<file path="config.mk">
export PLATFORM = sky130hd
export DESIGN_NAME = ras_ckpt
export DESIGN_NICKNAME = d
export VERILOG_FILES = /design/src/rtl/ras_ckpt.sv
export SDC_FILE = /design/constraint.sdc
export NUM_CORES = 1
export LEC_CHECK = 0
export CAP_MARGIN = 20
export CORE_ASPECT_RATIO = 1.5
export CORE_UTILIZATION = 25
export DETAILED_ROUTE_END_ITERATION = 16
export GPL_TIMING_DRIVEN = 0
export PLACE_DENSITY = 0.54
export RECOVER_POWER = 100
export SLEW_MARGIN = 25
export SYNTH_ARGS = -nofsm -noshare
export SYNTH_HDL_FRONTEND = slang
export SYNTH_SLANG_ARGS = --single-unit
</file>
<file path="constraint.sdc">
create_clock -name clk -period 6.3 [get_ports clk]
set_input_delay 0.945 -clock clk [delete_from_list [all_inputs] [get_ports clk]]
set_output_delay 0.945 -clock clk [all_outputs]
set_load 0.005 [all_outputs]
</file>
<file path="src/rtl/ras_ckpt.sv">
// ras_ckpt: return address stack with checkpoint and restore.
//
// The stack is a circular buffer. When it is full, a push overwrites the oldest
// entry; the push is never dropped. Each entry holds a recursion counter, so a
// call that pushes the same return address as the current TOS reuses that slot.
// ckpt_o carries a snapshot of the stack with every prediction. After a
// mispredict, the backend sends that snapshot back on restore_ckpt_i. The
// restore undoes wrong-path pushes and pops, and it rewrites the TOS entry in
// case a wrong-path push overwrote it.
//
// Ports
//   clk            clock
//   rst            synchronous reset, active-high
//   push_i         call predicted; push target_i
//   pop_i          return predicted; pop TOS
//   target_i       return address to push
//   target_o       TOS address (prediction for a return)
//   valid_o        stack non-empty
//   ckpt_o         {tos_ptr, occ, tos_cnt, tos_addr} of the current state
//   restore_i      mispredict recovery; load restore_ckpt_i
//   restore_ckpt_i snapshot previously taken from ckpt_o
module ras_ckpt #(
   parameter int  STACK_DEPTH = 8,
   parameter int  ADDR_W      = 30,
   parameter int  CNT_W       = 2,
   localparam int PTR_W       = $clog2(STACK_DEPTH),
   localparam int OCC_W       = $clog2(STACK_DEPTH + 1),
   localparam int CKPT_W      = PTR_W + OCC_W + CNT_W + ADDR_W
) (
   input  logic              clk,
   input  logic              rst,
   input  logic              push_i,
   input  logic              pop_i,
   input  logic [ADDR_W-1:0] target_i,
   output logic [ADDR_W-1:0] target_o,
   output logic              valid_o,
   output logic [CKPT_W-1:0] ckpt_o,
   input  logic              restore_i,
   input  logic [CKPT_W-1:0] restore_ckpt_i
);

   localparam logic [OCC_W-1:0] OCC_FULL = OCC_W'(STACK_DEPTH);
   localparam logic [CNT_W-1:0] CNT_MAX  = {CNT_W{1'b1}};

   logic [ADDR_W-1:0] addr [STACK_DEPTH];
   logic [CNT_W-1:0]  cnt  [STACK_DEPTH];
   logic [PTR_W-1:0]  tos_ptr;
   logic [OCC_W-1:0]  occ;

   logic [ADDR_W-1:0] tos_addr;
   logic [CNT_W-1:0]  tos_cnt;
   logic              empty;
   logic              full;
   logic              rec_hit;

   logic [PTR_W-1:0]  snap_ptr;
   logic [OCC_W-1:0]  snap_occ;
   logic [CNT_W-1:0]  snap_cnt;
   logic [ADDR_W-1:0] snap_addr;

   logic [PTR_W-1:0]  nxt_ptr;
   logic [OCC_W-1:0]  nxt_occ;
   logic              wr_en;
   logic [PTR_W-1:0]  wr_idx;
   logic [ADDR_W-1:0] wr_addr;
   logic [CNT_W-1:0]  wr_cnt;

   assign tos_addr = addr[tos_ptr];
   assign tos_cnt  = cnt[tos_ptr];
   assign empty    = (occ == '0);
   assign full     = (occ == OCC_FULL);
   assign rec_hit  = !empty && (target_i == tos_addr) && (tos_cnt != CNT_MAX);

   assign {snap_ptr, snap_occ, snap_cnt, snap_addr} = restore_ckpt_i;

   assign target_o = tos_addr;
   assign valid_o  = !empty;
   assign ckpt_o   = {tos_ptr, occ, tos_cnt, tos_addr};

   // Next-state selection. Each operation changes at most one entry, so the
   // entry update is a single write port: wr_idx, wr_addr and wr_cnt.
   // A push and pop in the same cycle on an empty stack falls through to the
   // push-only branch.
   always_comb begin
      nxt_ptr = tos_ptr;
      nxt_occ = occ;
      wr_en   = 1'b0;
      wr_idx  = tos_ptr;
      wr_addr = tos_addr;
      wr_cnt  = tos_cnt;
      if (restore_i) begin
         nxt_ptr = snap_ptr;
         nxt_occ = snap_occ;
         wr_en   = 1'b1;
         wr_idx  = snap_ptr;
         wr_addr = snap_addr;
         wr_cnt  = snap_cnt;
      end else if (push_i && pop_i && !empty) begin
         wr_en   = 1'b1;
         wr_addr = target_i;
         wr_cnt  = '0;
      end else if (push_i) begin
         if (rec_hit) begin
            wr_en  = 1'b1;
            wr_cnt = tos_cnt + CNT_W'(1);
         end else begin
            nxt_ptr = tos_ptr + PTR_W'(1);
            nxt_occ = full ? occ : occ + OCC_W'(1);
            wr_en   = 1'b1;
            wr_idx  = tos_ptr + PTR_W'(1);
            wr_addr = target_i;
            wr_cnt  = '0;
         end
      end else if (pop_i && !empty) begin
         if (tos_cnt != '0) begin
            wr_en  = 1'b1;
            wr_cnt = tos_cnt - CNT_W'(1);
         end else begin
            nxt_ptr = tos_ptr - PTR_W'(1);
            nxt_occ = occ - OCC_W'(1);
         end
      end
   end

   // State registers and entry storage. Reset clears every entry, so
   // target_o and ckpt_o read as zero right after reset.
   always_ff @(posedge clk) begin
      if (rst) begin
         tos_ptr <= '0;
         occ     <= '0;
         for (int i = 0; i < STACK_DEPTH; i++) begin
            addr[i] <= '0;
            cnt[i]  <= '0;
         end
      end else begin
         tos_ptr <= nxt_ptr;
         occ     <= nxt_occ;
         if (wr_en) begin
            addr[wr_idx] <= wr_addr;
            cnt[wr_idx]  <= wr_cnt;
         end
      end
   end

endmodule

</file>
==> reports/results.tsv <==
metric	value	unit
status	complete, but fails checks	
violations	setup timing	
grt_busiest_layer	met2	
dieArea	58400	µm²
power.density	295	nW/µm²
slew_viol_final	0	
drc	0	
die_h	296	µm
synth_edf_count	256	
power	5.27	mW
antenna_found_initial	3	
tightest_slew	1090	ps
yosys_warnings	0	
vias	12370	
worstPathCellList	buf_2 > buf_2 > mux4_2 > mux2i_2 > xor2_1 > nand3b_1 > nor4_1 > nand4_1 > nor2_1 > a31oi_1 > buf_2 > buf_2 > o31ai_1 > buf_6 > buf_4	
vias_per_cell	5.73	
period_minus_slack	6320	ps
place_ws	-282	ps
h-tree-depth	1	
start_util	25.3	%
fmax	0.158	GHz
wl_per_cell	29.1	µm
worst-path-buf-inv	6	
path_class	reg2reg	
postRouteAntennaNets	0	
timing.final.ws_setup	-15.1	ps
synth_ff_type	edfxtp_1	
holdWs	537	ps
path_max_fanout	10	
synth_top_area_share	53.5	%
core	56800	µm²
syn_inst	1175	
grt_util_met1	25.2	%
holdBufCountCts	0	
clock_latency	580	ps
drive_above_1_share	16.6	%
grt_pass1_vias	12436	
yosysSeqAreaShare	54.9	%
r2r-end	addr[4][16]$_SDFFCE_PN0P_	
worstHoldStart	occ[2]$_SDFFE_PP0P_	
setup_violations	10	
grt_overflow_total	0	
cp_slowest_stage_delay	740	ps
clock-root-buffer	clkbuf_16	
avgSynthCellArea	12.2	µm²
routed_wl	62800	µm
syn-num-nets	1258	
track_usage	21.4	%
synth-async-reset-ratio	0	%
cp-end-kind	register	
hpwl	45100	µm
final_common_cell	nor4_1	
rows	107	
cp.arrival	6570	ps
dr.pass1.iters	5	
clk_pin_slew_worst_paths	70	ps
hold_depth	2	
synthToLayoutAreaGrowth	24.6	%
reg2reg_slack	-20	ps
met2_usage	35.2	%
synth_area_leader_cell	edfxtp_1	
maxCapViolations	0	
p_leak	5.83	nW
cpMostUsedCell	buf_2	
hold_path_class	reg2reg	
cp_slowest_cell	o31ai_1	
hold_violations	0	
die_w	198	µm
yosysUniqueCellTypes	67	
gp_congestion	0.942	
path_delay_family	buffers and inverters	
gr-usage-met3	4.39	%
slew_headroom	27.3	%
seq_area	7890	µm²
grt_pass1_wl	88900	µm
ir_drop	196	µV
initialDrtViolationCount	1513	
fin_crit_sh	100	%
clk_path_buf_depth	3	
io_buffers	143	
cts.sinks	266	
mostFrequentLayoutCells	nor4_1, edfxtp_1, clkdlybuf4s50_1	
critPathRequiredTime	6550	ps
num_io_pins	144	
ff2ff_path_depth	15	
yosys_register_bits	266	
rsz0062_at_grt	no	
nets	1457	
numCtsBuffers	26	
fill_cells	5857	
hold_end	occ[2]$_SDFFE_PP0P_	
start_kind	register	
grt_max_degree	16	
yosys-top-cells-area	edfxtp_1, nor4_1, mux4_2	
multi_input_area	5550	µm²
cts_tree	built	
syn_area	14400	µm²
finClkSkew	23.5	ps
-- state kept, by name (all words and copies together), names as in the netlist, named ones only --
register,count
cnt,16
occ,4
addr,240
tos_ptr,3
-- cell families (layout without fill, tap and decap cells) --
kind of cell / Yosys count / in the layout / synth area share (%)
buf+inv: 188 / 406 / 6.95
other cells: 0 / 1 / 0
xor+xnor: 20 / 20 / 1.22
simple gates: 406 / 406 / 16.3
fa+ha+maj: 9 / 9 / 0.837
compound gates: 172 / 172 / 8.77
mux: 114 / 114 / 11.0
flops: 266 / 266 / 54.9
-- layout make-up --
class                      instances  share of cell area (%)
antenna                            1                  0.0140
buffer                           168                    5.16
clock buffer                      33                    3.90
clock inverter                    14                   0.700
inverter                          20                   0.420
multi-input combinational        721                    31.0
sequential                       266                    44.1
tap                              763                    5.34
timing repair buffer             171                    9.32
-- how the worst max path moves through the flow --
| stage | start | to | slack, ps | cells after the start |
|---|---|---|---|---|
| floorplan | register | addr[0][0]$_SDFFCE_PN0P_ | 200 | 16 |
| global placement | register | addr[7][7]$_SDFFCE_PN0P_ | -4440 | 15 |
| detailed placement | register | addr[3][8]$_SDFFCE_PN0P_ | -280 | 16 |
| CTS | register | addr[3][7]$_SDFFCE_PN0P_ | 40 | 18 |
| global route | register | addr[2][7]$_SDFFCE_PN0P_ | 20 | 16 |
| finish | register | addr[4][16]$_SDFFCE_PN0P_ | -20 | 15 |
-- report_power, final --
part           internal, mW  total, mW  switching, mW  leakage, nW
logic                 0.574       1.58           1.00         2.68
clock network         0.866       1.58          0.717        0.401
registers              2.07       2.11         0.0393         2.75
-- cell usage after synthesis (9+ instances only) --
master and count:
dfxtp_1 10, o31ai_1 9, o21ai_0 32, nor4_1 259, xnor2_1 16, buf_6 11
a22o_1 15, a22oi_1 9, nor2_1 50, nand3_1 10, or2_2 10, o211ai_1 30
mux4_2 32, clkbuf_1 70, mux2i_1 51, o221ai_1 30, nor3_1 12, a21oi_1 9
buf_4 41, buf_2 44, inv_1 19, mux2_2 28, nand2_1 33, edfxtp_1 256
-- metal layers --
| metal | vias up | wire [µm] |
|---|---|---|
| li1 | 5175 | - |
| met1 | 6036 | 22500 |
| met5 | - | 12 |
| met3 | 250 | 6300 |
| met4 | 2 | 4600 |
| met2 | 907 | 29400 |
-- worst register-to-register path: cells and delay by family (launching register included) --
family	cells	cell delay, ps
buffers and inverters	6	1840
AND/OR/NAND/NOR	4	1470
AO/OA/AOI/OAI	2	1060
multiplexers	2	740
XOR/XNOR	1	460
flip-flops	1	400
-- per-stage QoR --
step                instance area, µm²  util [%]  setup TNS [ps]  cells
floorplan                        14400         -               0   1175
global placement                 16700      29.5        -1067390   2081
detailed placement               17200      30.3           -6270   2108
CTS                              18000      31.8               0   2155
global route                     17900      31.5               0   2156
finish                           17900      31.5            -108   2157
-- what timing repair did --
action,4_1_cts,5_1_grt
resized for setup,4,0
setup buffers,0,1
pin swaps,0,1
endpoints found under the setup margin,106,9
(Power assumes the default switching activity.)
==> RTL change 1: new RTL, same flow settings <==
Change the parameter `CNT_W` from 2 to 3.
--- a/src/rtl/ras_ckpt.sv
+++ b/src/rtl/ras_ckpt.sv
@@ -22,7 +22,7 @@
 module ras_ckpt #(
    parameter int  STACK_DEPTH = 8,
    parameter int  ADDR_W      = 30,
-   parameter int  CNT_W       = 2,
+   parameter int  CNT_W       = 3,
    localparam int PTR_W       = $clog2(STACK_DEPTH),
    localparam int OCC_W       = $clog2(STACK_DEPTH + 1),
    localparam int CKPT_W      = PTR_W + OCC_W + CNT_W + ADDR_W
Ports: changed (resized ckpt_o and restore_ckpt_i); port bits go from 144 to 146. The function was not compared with the original's and may differ.
==> RTL change 1 against the unedited design <==
- non-clock buffer count shrank 15
- via count grew 1.0%
- area after synthesis grew 3.5%
- worst setup slack gained 0.10 ns
- wire length grew 3.3%
- synthesized cell count grew 4.1%
- sequential cell count grew 8
- final area grew 3.2%
- power grew 4.0%
- count of clock-buffer cells in the layout shrank 1
- maximum frequency grew 1.6%
==> RTL change 1: results (changes against the unedited design) <==
reg2reg setup slack 0.09 ns (+0.10 ns); number of vias in the routed layout 12500 (+1.0%); commonest cells in the netlist sky130_fd_sc_hd__edfxtp_1 (264), sky130_fd_sc_hd__nor3_1 (136), sky130_fd_sc_hd__nor4_1 (130), sky130_fd_sc_hd__clkbuf_1 (66), sky130_fd_sc_hd__mux2i_1 (66); largest cells by area after synthesis sky130_fd_sc_hd__edfxtp_1 (53%), sky130_fd_sc_hd__nor4_1 (5.5%), sky130_fd_sc_hd__nor3_1 (4.6%); critical register-to-register path endpoint addr[2][13]$_SDFFCE_PN0P_; number of H-tree levels 1 (unchanged); Initial DRT Pass Iterations 5 (unchanged); Mapped Nets 1307 (+3.9%); async set-or-reset flop fraction in the synthesized netlist 0% (unchanged); IO buf count 144 (+0.70%); number of antenna violations at the first check in global routing 1 (-2); pin count of the biggest net entering global routing 17 (+1); worst reg-to-reg path cell count 15 (unchanged); Worst Hold Margin 0.524 ns (-0.0129 ns); crit-path max FO 12 (+2); Root Driver sky130_fd_sc_hd__clkbuf_16; outcome complete, no violations; First DRT Iteration DRCs 1417 (-6.3%); fillers 6057 (+3.4%); sum of routed wire length over all layers 64.9 mm (+3.3%); last weighted congestion value of the routability-driven placer 0.957 (+1.6%); number of nets in the finished design 1508 (+3.5%); number of enable flip-flop cells after synthesis 264 (+3.1%); average size of a mapped cell 12.2 um2 (-0.52%); Post-DP HPWL 48.0 mm (+6.5%); worst-case clock buffer depth 3 (unchanged); Clock Skew 0.0144 ns (-0.00910 ns); Critical Path Max Stage Delay 0.55 ns (-0.19 ns); worst hold path type reg -> reg; category of cells accounting for the largest share of critical-path delay buffers and inverters; share of layout cells above drive strength 1 15.2% (-1.4 points); beginning of the worst hold path occ[3]$_SDFFE_PP0P_; slew at the pin closest to its max-slew limit 1.11 ns (+0.0161 ns); largest registers in the final layout addr (240), cnt (24), occ (4); Max VDD drop 0.168 mV (-14%); Clk pin slew, worst setup/hold paths 0.06 ns; hold path endpoint occ[3]$_SDFFE_PP0P_; diode insertion count for antenna repair 0 (-1); signal arrival time at the worst endpoint 6.48 ns (-0.09 ns); Hold Path Stages 2 (unchanged); first-pass GRT wire length 91.6 mm (+3.1%); GRT Total Usage 21.2% (-0.28 points); Unique masters post-synth 66 (-1.5%); insertion delay to the later sink of the worst-skew pair 0.57 ns; number of warning messages in the yosys log 0 (unchanged); static power due to leakage 6.10 nW (+4.5%); proportion of synthesized chip area in sequential cells 54.7% (-0.27 points); TritonCTS Buffers 28 (+7.7%); number of global-route vias before repair 12600 (+1.7%); top_reg_cell synth sky130_fd_sc_hd__edfxtp_1; Post-Layout Cell Count 2223 (+3.1%); Critical Path Slowest Stage Cell sky130_fd_sc_hd__mux2i_1
==> RTL change 1: final cells by class <==
class	count	share of cell area [%]
well taps	777	5.27
plain buffers	153	4.71
repair buffers	171	9.36
clock buffers	32	3.99
multi-input cells	771	31.1
flip-flops and latches	274	44.0
inverters	25	0.509
clock inverters	20	0.990
==> RTL change 1: routing by layer <==
layer,share of wire [%],global-route usage [%],vias up
li1,-,-,5271
met1,37,25.3,6173
met2,47,35.7,828
met3,8.8,3.66,221
met4,7.2,12.5,2
met5,0.020,0,-
==> RTL change 1: logic make-up (layout without fill, tap and decap cells) <==
logic type / after synthesis / count (layout) / synth area share [%]
buffers and inverters: 178 / 401 / 6.62
flip-flops: 274 / 274 / 54.7
AO/OA/AOI/OAI: 182 / 182 / 8.91
XOR/XNOR: 16 / 16 / 0.943
multiplexers: 121 / 121 / 11.2
adder cells (fa/ha/maj): 9 / 9 / 0.808
AND/OR/NAND/NOR: 443 / 443 / 16.8
==> RTL change 1: how the worst max path moves through the flow <==
| stage | from | endpoint | slack, ns |
|---|---|---|---|
| 5_1_grt | flop | addr[7][6]$_SDFFCE_PN0P_ | 0.04 |
| 4_1_cts | flop | addr[7][16]$_SDFFCE_PN0P_ | 0.05 |
| 6_report | flop | addr[2][13]$_SDFFCE_PN0P_ | 0.09 |
| 3_3_place_gp | flop | addr[4][10]$_SDFFCE_PN0P_ | -4.60 |
| 2_1_floorplan | flop | addr[3][0]$_SDFFCE_PN0P_ | -0.14 |
| 3_5_place_dp | flop | addr[5][8]$_SDFFCE_PN0P_ | -0.34 |
==> RTL change 1: tightest hold or removal path, stage by stage, from the launching register on <==
cell and delay (ns):
sky130_fd_sc_hd__dfxtp_1 0.34, sky130_fd_sc_hd__nand2_1 0.07, sky130_fd_sc_hd__o32ai_1 0.07
==> RTL change 1: metrics by stage <==
step / setup WS [ns] / instance area [um2]
CTS: 0.0516 / 18800
global placement: -4.60 / 17300
detailed placement: -0.338 / 17800
floorplan: -0.143 / 14900
global route: 0.0419 / 18500
finish: 0.0852 / 18500
==> RTL change 1: power by group <==
group	switching, mW	total (mW)	internal (mW)
registers	0.0417	2.17	2.13
clock network	0.753	1.72	0.963
logic	1.01	1.59	0.584
==> RTL change 1: what timing repair did <==
action | in CTS | in global routing
resized for setup | 2 | 7
pin swaps | 2 | 1
setup buffers | 1 | 2
setup endpoints to repair | 132 | 125
hold buffers | 0 | 0
==> RTL change 2: new RTL, same flow settings <==
Without the edit above. Put a register stage on the outputs `target_o`, `valid_o` and `ckpt_o`, with the module's reset. The values now appear one clock later.
--- a/src/rtl/ras_ckpt.sv
+++ b/src/rtl/ras_ckpt.sv
@@ -73,9 +73,17 @@
 
    assign {snap_ptr, snap_occ, snap_cnt, snap_addr} = restore_ckpt_i;
 
-   assign target_o = tos_addr;
-   assign valid_o  = !empty;
-   assign ckpt_o   = {tos_ptr, occ, tos_cnt, tos_addr};
+   always_ff @(posedge clk) begin
+      if (rst) begin
+         target_o <= '0;
+         valid_o  <= '0;
+         ckpt_o   <= '0;
+      end else begin
+         target_o <= tos_addr;
+         valid_o  <= !empty;
+         ckpt_o   <= {tos_ptr, occ, tos_cnt, tos_addr};
+      end
+   end
 
    // Next-state selection. Each operation changes at most one entry, so the
    // entry update is a single write port: wr_idx, wr_addr and wr_cnt.
Formal check against the unedited RTL: not equivalent (Yosys sat finds a counterexample within 4 cycles, from zero or initial values and one cycle with rst high).
==> RTL change 2 against the unedited design <==
- the flow still finishes with violations (negative setup slack)
- via count increased by 4.0%
- sequential power is 14% higher
- wire length is 6.4% higher
- clock power increased by 15%
- combinational power shrank 9%
- final area rose by 8.2%
- sequential cell count rose by 40
- worst setup slack worse by 0.055 ns
- power up 7.1%
- die area increased by 8.0%
- global-route usage fell by 0.45 points
- synthesized cell count is 5.7% higher
- area after synthesis increased by 8.1%
==> RTL change 2: results (changes against the unedited design) <==
largest registers in the final layout addr (240), target_o (29), cnt (16); routed wire length per instance 29.5 um (+1.3%); TritonCTS Buffers 28 (+7.7%); slew at the pin closest to its max-slew limit 1.19 ns (+0.104 ns); number of global-route vias before repair 13100 (+5.6%); number of warning messages in the yosys log 0 (unchanged); Max VDD drop 0.199 mV (+1.3%); first-pass GRT wire length 94.2 mm (+6.0%); area taken by flip-flops and latches 8690 um2 (+10%); Worst Setup Slack, final -0.0703 ns (-0.0552 ns); First DRT Iteration DRCs 1438 (-5.0%); crit-path max FO 10 (unchanged); Initial DRT Pass Iterations 11 (+6); diode insertion count for antenna repair 0 (-1); Clk pin slew, worst setup/hold paths 0.07 ns (about the same); commonest cells in the netlist sky130_fd_sc_hd__edfxtp_1 (256), sky130_fd_sc_hd__nor4_1 (252), sky130_fd_sc_hd__nor2_1 (79), sky130_fd_sc_hd__clkbuf_1 (69), sky130_fd_sc_hd__mux2i_1 (65); beginning of the worst hold path occ[2]$_SDFFE_PP0P_; insertion delay to the later sink of the worst-skew pair 0.60 ns (+0.02 ns); Root Driver sky130_fd_sc_hd__clkbuf_16; number of nets in the finished design 1535 (+5.4%); per-cell via count in the routed design 5.68 (-0.92%); share of layout cells above drive strength 1 19.0% (+2.4 points); Mapped Nets 1325 (+5.3%); signal arrival time at the worst endpoint 6.72 ns (+0.15 ns); number of antenna violations at the first check in global routing 0 (-3); IO buf count 141 (-1.4%); largest cells by area after synthesis sky130_fd_sc_hd__edfxtp_1 (50%), sky130_fd_sc_hd__nor4_1 (10%), sky130_fd_sc_hd__dfxtp_1 (6.4%); last weighted congestion value of the routability-driven placer 0.951 (+0.91%); violated checks negative setup slack; proportion of synthesized chip area in sequential cells 56.0% (+1.0 points); GRT Total Usage 21.0% (-0.45 points); post-detailed-placement cell area 18400 um2 (+6.8%); Unique masters post-synth 64 (-4.5%); final setup vio count 169 (+159); Clock Skew 0.0300 ns (+0.00650 ns); Post-DP HPWL 51.0 mm (+13%); async set-or-reset flop fraction in the synthesized netlist 0% (unchanged); pin count of the biggest net entering global routing 20 (+4); fillers 6140 (+4.8%); Critical Path Slowest Stage Cell sky130_fd_sc_hd__nor4_2; top_reg_cell synth sky130_fd_sc_hd__edfxtp_1; outcome complete, but fails checks; Critical Path Max Stage Delay 0.83 ns (+0.09 ns); static power due to leakage 6.43 nW (+10%)
-- RTL change 2: kinds of logic after synthesis --
family	after synthesis	share of synthesized area, %
flip-flops	306	56.0
multiplexers	116	9.79
XOR/XNOR	17	0.959
AND/OR/NAND/NOR	446	16.9
buffers and inverters	180	5.95
AO/OA/AOI/OAI	168	9.67
adder cells (fa/ha/maj)	9	0.774
-- RTL change 2: repair_timing --
| action | in CTS | in global routing |
|---|---|---|
| endpoints found under the setup margin | 512 | 68 |
| hold buffers | 0 | 0 |
| buffers inserted | 12 | 2 |
| gates resized for setup | 9 | 5 |
| pin swaps | 7 | 2 |
| hold endpoints to repair | 0 | 0 |
-- RTL change 2: worst max-delay path, delay by kind of cell (launching register included) --
family | cells | cell delay (ns)
flip-flops | 1 | 0.40
XOR/XNOR | 1 | 0.44
buffers and inverters | 6 | 1.91
multiplexers | 2 | 1.10
AO/OA/AOI/OAI | 2 | 0.61
AND/OR/NAND/NOR | 4 | 1.63
-- RTL change 2: report_power, final --
part | total (mW) | switching [mW] | internal (mW)
logic | 1.44 | 0.956 | 0.486
clock network | 1.81 | 0.826 | 0.982
registers | 2.40 | 0.0527 | 2.35
total | 5.65 | 1.83 | 3.81
-- RTL change 2: metrics by stage --
stage	TNS, ns	instances	setup WS (ns)	total power, mW
CTS	0	2261	0.0883	5.65
global route	0	2264	0.0164	5.78
detailed placement	-428.06	2199	-1.32	3.87
finish	-6.23	2264	-0.0703	5.65
global placement	-1104.79	2174	-5.46	3.83
floorplan	-59.04	1242	-0.922	3.18
-- RTL change 2: final timing paths --
check | end | slack, ns | cells after the start
worst max-delay path | addr[3][13]$_SDFFCE_PN0P_ | -0.07 | 15
worst max register to register | addr[3][13]$_SDFFCE_PN0P_ | -0.07 | 15
worst min register to register | ckpt_o[34]$_SDFF_PP0_ | 0.52 | 1
worst min-delay path | ckpt_o[34]$_SDFF_PP0_ | 0.52 | 1
-- RTL change 2: final cells by class --
cell class | count | area share (%)
Inverter | 8 | 0.155
Clock buffer | 34 | 3.74
Clock inverter | 17 | 1.02
Timing Repair Buffer | 181 | 9.10
Sequential cell | 306 | 44.9
Tap cell | 791 | 5.12
Multi-Input combinational cell | 756 | 31.4
Buffer | 171 | 4.61
-- RTL change 2: metal layers --
metal / global-route usage [%] / share of wire, % / up-vias
li1: - / - / 5397
met1: 21.7 / 33 / 6440
met2: 38.2 / 52 / 788
met3: 3.05 / 6.8 / 239
met4: 15.4 / 8.2 / 0
met5: 0 / 0 / -
